## config.mk

```make
export PLATFORM = sky130hd
export DESIGN_NAME = prefetch_queue
export DESIGN_NICKNAME = d
export VERILOG_FILES = /design/src/rtl/prefetch_queue.sv
export SDC_FILE = /design/constraint.sdc
export NUM_CORES = 1
export LEC_CHECK = 0
export CAP_MARGIN = 0
export CORE_MARGIN = 1
export CORE_UTILIZATION = 52
export CTS_BUF_LIST = sky130_fd_sc_hd__clkbuf_2
export DETAILED_ROUTE_END_ITERATION = 16
export HOLD_SLACK_MARGIN = 0.06
export PLACE_DENSITY = 0.79
export SETUP_SLACK_MARGIN = 0.05
export SLEW_MARGIN = 30
export SYNTH_ARGS = -nofsm -noshare
export SYNTH_HDL_FRONTEND = slang
export SYNTH_SLANG_ARGS = --single-unit
```

## constraint.sdc

```tcl
create_clock -name clk -period 3.15 [get_ports clk]
set_input_delay 0.4725 -clock clk [delete_from_list [all_inputs] [get_ports clk]]
set_output_delay 0.4725 -clock clk [all_outputs]
set_load 0.01 [all_outputs]
```

## src/rtl/prefetch_queue.sv

```systemverilog
// Instruction prefetch: sequential word fetch into a DEPTH-entry queue, flushed and refetched on redirect.
// Latency: a word reaches the head one cycle after its transfer; fetch stalls when no slot is free, consumer throttles via inst_ready.
module prefetch_queue #(
  parameter int               WIDTH    = 32,
  parameter int               DEPTH    = 4,
  parameter logic [WIDTH-1:0] RESET_PC = '0
) (
  input  logic                     clk,
  input  logic                     reset,
  output logic                     imem_req,
  output logic [WIDTH-1:0]         imem_addr,
  input  logic                     imem_ack,
  input  logic [WIDTH-1:0]         imem_rdata,
  input  logic                     redirect,
  input  logic [WIDTH-1:0]         redirect_pc,
  output logic                     inst_valid,
  output logic [WIDTH-1:0]         inst_out,
  output logic [WIDTH-1:0]         inst_pc,
  input  logic                     inst_ready,
  output logic [$clog2(DEPTH):0]   count
);

  localparam int AW = $clog2(DEPTH);
  localparam int CW = AW + 1;

  typedef enum logic {FETCH = 1'b0, DROP = 1'b1} state_t;

  state_t           state, state_d;
  logic [WIDTH-1:0] fetch_pc;
  logic [WIDTH-1:0] stale_pc;
  logic [AW-1:0]    rd_ptr, wr_ptr;
  logic [WIDTH-1:0] pc_q  [DEPTH];
  logic [WIDTH-1:0] dat_q [DEPTH];
  logic             push, pop;

  always_ff @(posedge clk or posedge reset) begin
    if (reset) state <= FETCH;
    else       state <= state_d;
  end

  always_comb begin
    state_d   = state;
    imem_req  = 1'b0;
    imem_addr = fetch_pc;
    case (state)
      FETCH: begin
        // count cannot rise while a request waits, so a pending request is never withdrawn
        imem_req = (count < CW'(DEPTH));
        if (redirect && imem_req && !imem_ack) state_d = DROP;
      end
      DROP: begin
        imem_req  = 1'b1;
        imem_addr = stale_pc;
        if (imem_ack) state_d = FETCH;
      end
      default: state_d = FETCH;
    endcase
    if (reset) imem_req = 1'b0;
  end

  assign push       = imem_req && imem_ack && (state == FETCH) && !redirect;
  assign pop        = inst_valid && inst_ready && !redirect;
  assign inst_valid = (count != '0);
  assign inst_out   = inst_valid ? dat_q[rd_ptr] : '0;
  assign inst_pc    = inst_valid ? pc_q[rd_ptr]  : '0;

  always_ff @(posedge clk or posedge reset) begin
    if (reset) begin
      fetch_pc <= RESET_PC;
      stale_pc <= '0;
      rd_ptr   <= '0;
      wr_ptr   <= '0;
      count    <= '0;
    end else begin
      if (state == FETCH && state_d == DROP) stale_pc <= fetch_pc;
      if (redirect) begin
        fetch_pc <= redirect_pc & ~WIDTH'(3);
        rd_ptr   <= '0;
        wr_ptr   <= '0;
        count    <= '0;
      end else begin
        if (push) begin
          wr_ptr   <= wr_ptr + AW'(1);
          fetch_pc <= fetch_pc + WIDTH'(4);
        end
        if (pop) rd_ptr <= rd_ptr + AW'(1);
        count <= count + CW'(push) - CW'(pop);
      end
    end
  end

  always_ff @(posedge clk) begin
    if (push) begin
      pc_q[wr_ptr]  <= fetch_pc;
      dat_q[wr_ptr] <= imem_rdata;
    end
  end

endmodule
```

==> results.yml <==
status:
  outcome: "finished clean"
synth:
  synth_edf_count: 248
  synth_compound_area_share_pct: 2.51
  ys_types: 47
  synthArstFlopShare_pct: 21.5
  syn_area_per_cell_um2: 16.9
  yosys.area_share.adder_pct: 0.818
  netlist_area_mm2: 0.0132
  synthFlopType: "edfxtp_1"
  yosysWarnings: 0
  yosys.area_share.xor_xnor_pct: 0.865
  synthSimpleGateAreaFrac_pct: 8.76
  synth_top_family_by_area: "multiplexers"
  synth_cells: 778
  synth_mux_area_share_pct: 15.5
  yosysSeqAreaShare_pct: 69.5
  ys_ff_latch: 316
global_routing:
  grt_pass1_vias: 8232
  antenna_found_initial: 0
  grt_pass1_wl_mm: 44.4
  grt_overflow: 0
  grt_usage_pct: 22.3
  grt_max_degree: 69
cells_and_area:
  antenna_cells: 0
  finalNonFillerCells: 1404
  nFillCells: 1730
  fin_nets: 1101
  area_growth_pct: 24.0
  layout_common_cells: "edfxtp_1, clkbuf_2, clkdlybuf4s50_1"
  final_util_pct: 66.5
  multiInputGateArea_mm2: 0.00386
  register_area_mm2: 0.00916
  final_layout_size_suffix_gt1_share_pct: 35.6
  layout_commonest_cell: "edfxtp_1"
timing:
  max_slew_margin_pct: 56.9
  worst_pin_slew_ns: 0.646
  setup_viol: 0
  min_period_over_period_pct: 95.0
  clock-skew-final_ns: 0.0659
  fmax_mhz: 334
  holdWs_ns: 0.208
  final_max_slew_viol_count: 0
  finalHoldViolCount: 0
  period_minus_slack_ns: 2.99
  rsz0062_at_grt: "true"
critical_path:
  critPathLaunch: "rd_ptr[0]"
  worst_ep_arrival_time_ns: 2.52
  r2r_cells: 5
  worstPathMaxFanout: 5
  worst_ep_required_time_ns: 2.68
  critPathKind: "reg2out"
  start_kind: "flop"
  cpPeakStageDelay_ns: 0.54
  crit_chain: "buf_12 > buf_6 > clkbuf_16 > mux4_2 > and2_4 > buf_2"
  crit_slowest_cell: "dfrtp_4"
  reg2reg_from: "count[2]"
  end_kind: "primary output"
clocking:
  cts_made_buffers: 78
  worstSkewPairLatency_ns: 0.84
  clock_sinks: 316
  cts_max_level: 3
  clk_pin_slew_ns: 0.10
  cts_root_buf: "clkbuf_2"
  clockBufferDepth: 3
  cts_tree: "done"
floorplan:
  boundaryPins: 170
  die_height_um: 161
  start_util_pct: 53.6
  core_mm2: 0.0245
  chipWidth_um: 161
  rows: 57
  dieArea_mm2: 0.0259
pwr:
  p_total_mw: 11.5
  p_leak_nw: 5.88
  p_per_area_mw_per_mm2: 703
  ir_drop_v: 0.000419
worst_hold_path:
  min-delay-start: "redirect_pc[10]"
  hold_depth: 3
  min-delay-path-class: "in2reg"
drt:
  vias: 7899
  vias_per_cell: 5.63
  ant_nets: 0
  drc_errors: 0
  finalWirelength_mm: 27.8
  first_pass_iters: 5
  wl_per_cell_um: 19.8
  drt_iter0_drc: 504
place:
  port_buffers: 163
  place_hpwl_mm: 16.2
  place_congestion: 0.847
  place_inst: 1244
job:
  max-cap-violations: 0
[flip-flops by register name (all words and copies together), names as in the netlist]
signal / cells
fetch_pc: 30
dat_q: 128
pc_q: 120
state: 1
rd_ptr: 2
stale_pc: 30
count: 3
wr_ptr: 2
[synth_stat cells, types with 3 or more instances]
cell	instances	area, um2
edfxtp_1	248	7450
dfrtp_1	68	1700
and2_1	64	400
mux4_2	62	1400
mux2_2	56	631
nand2_1	38	143
clkbuf_1	35	131
nor2_1	22	82.6
nand3_1	20	100
o21ai_0	15	75.1
nand4_1	14	87.6
buf_1	12	45.0
or4_1	11	82.6
inv_1	10	37.5
and3_1	9	56.3
a31oi_1	8	50.1
o31ai_1	8	60.1
ha_1	7	87.6
xnor2_1	7	61.3
xor2_1	6	52.6
nor3_1	5	25.0
nor4_1	5	31.3
a21oi_1	4	20.0
buf_4	4	30.0
nor2b_1	4	25.0
a22oi_1	3	22.5
and4_1	3	26.3
o211ai_1	3	22.5
or3_1	3	18.8
[metal layers]
| layer | vias to the layer above | share of wire [%] | global-route usage, % |
|---|---|---|---|
| li1 | 3558 | - | - |
| met1 | 3996 | 44 | 31.5 |
| met2 | 307 | 48 | 35.1 |
| met3 | 38 | 6.5 | 5.21 |
| met4 | 0 | 1.2 | 6.48 |
| met5 | - | 0 | 0 |
[area by class of cell]
class / instances / area share (%)
Clock buffer: 115 / 3.53
Clock inverter: 21 / 0.721
Inverter: 11 / 0.253
Multi-Input combinational cell: 401 / 23.7
Sequential cell: 316 / 56.1
Tap cell: 324 / 2.48
Timing Repair Buffer: 216 / 13.2
[power by group]
group / total (mW) / switching (mW) / internal, mW / leakage [nW]
clock network: 2.61 / 1.55 / 1.05 / 0.524
registers: 5.07 / 0.246 / 4.82 / 3.04
logic: 3.80 / 1.62 / 2.18 / 2.32
total: 11.5 / 3.42 / 8.06 / 5.88
[cells by family after synthesis]
| logic type | Yosys count |
|---|---|
| DFF | 316 |
| and+or+nand+nor | 207 |
| muxes | 119 |
| buffers and inverters | 64 |
| AOI/OAI and AO/OA | 50 |
| xor gates and xnor gates | 13 |
| adders and majority gates | 8 |
| other | 1 |
[repair_timing]
item | in CTS | in global routing
pin swaps | 12 | 5
endpoints found under the hold margin | 10 | 0
setup buffers | 17 | 1
hold buffers | 1 | 0
cloned | 7 | 1
endpoints found under the setup margin | 63 | 56
resized for setup | 210 | 55
[per-stage QoR]
stage | setup TNS, ns | instance area (um2) | setup WS (ns)
after floorplan | 0 | 13200 | 0.475
after global placement | 0 | 15400 | 0.195
after detailed placement | 0 | 15400 | 0.166
after CTS | -0.0904 | 16300 | -0.0490
after global routing | 0 | 16300 | 0.00556
final | 0 | 16300 | 0.157
[final timing paths]
check,to,slack (ns)
max,inst_out[10],0.16
min,fetch_pc[10],0.21
max reg2reg,fetch_pc[26],0.67
min reg2reg,stale_pc[2],0.51
max in group asynchronous,rd_ptr[0],2.38
min in group asynchronous,count[1],0.23
[critical path: cells and delay by family, from the launching register on]
kind,cells,cell delay [ns]
and+or+nand+nor,1,0.17
muxes,1,0.42
buffers and inverters,4,0.57
DFF,1,0.54
Power figures use the tool's default switching activity.
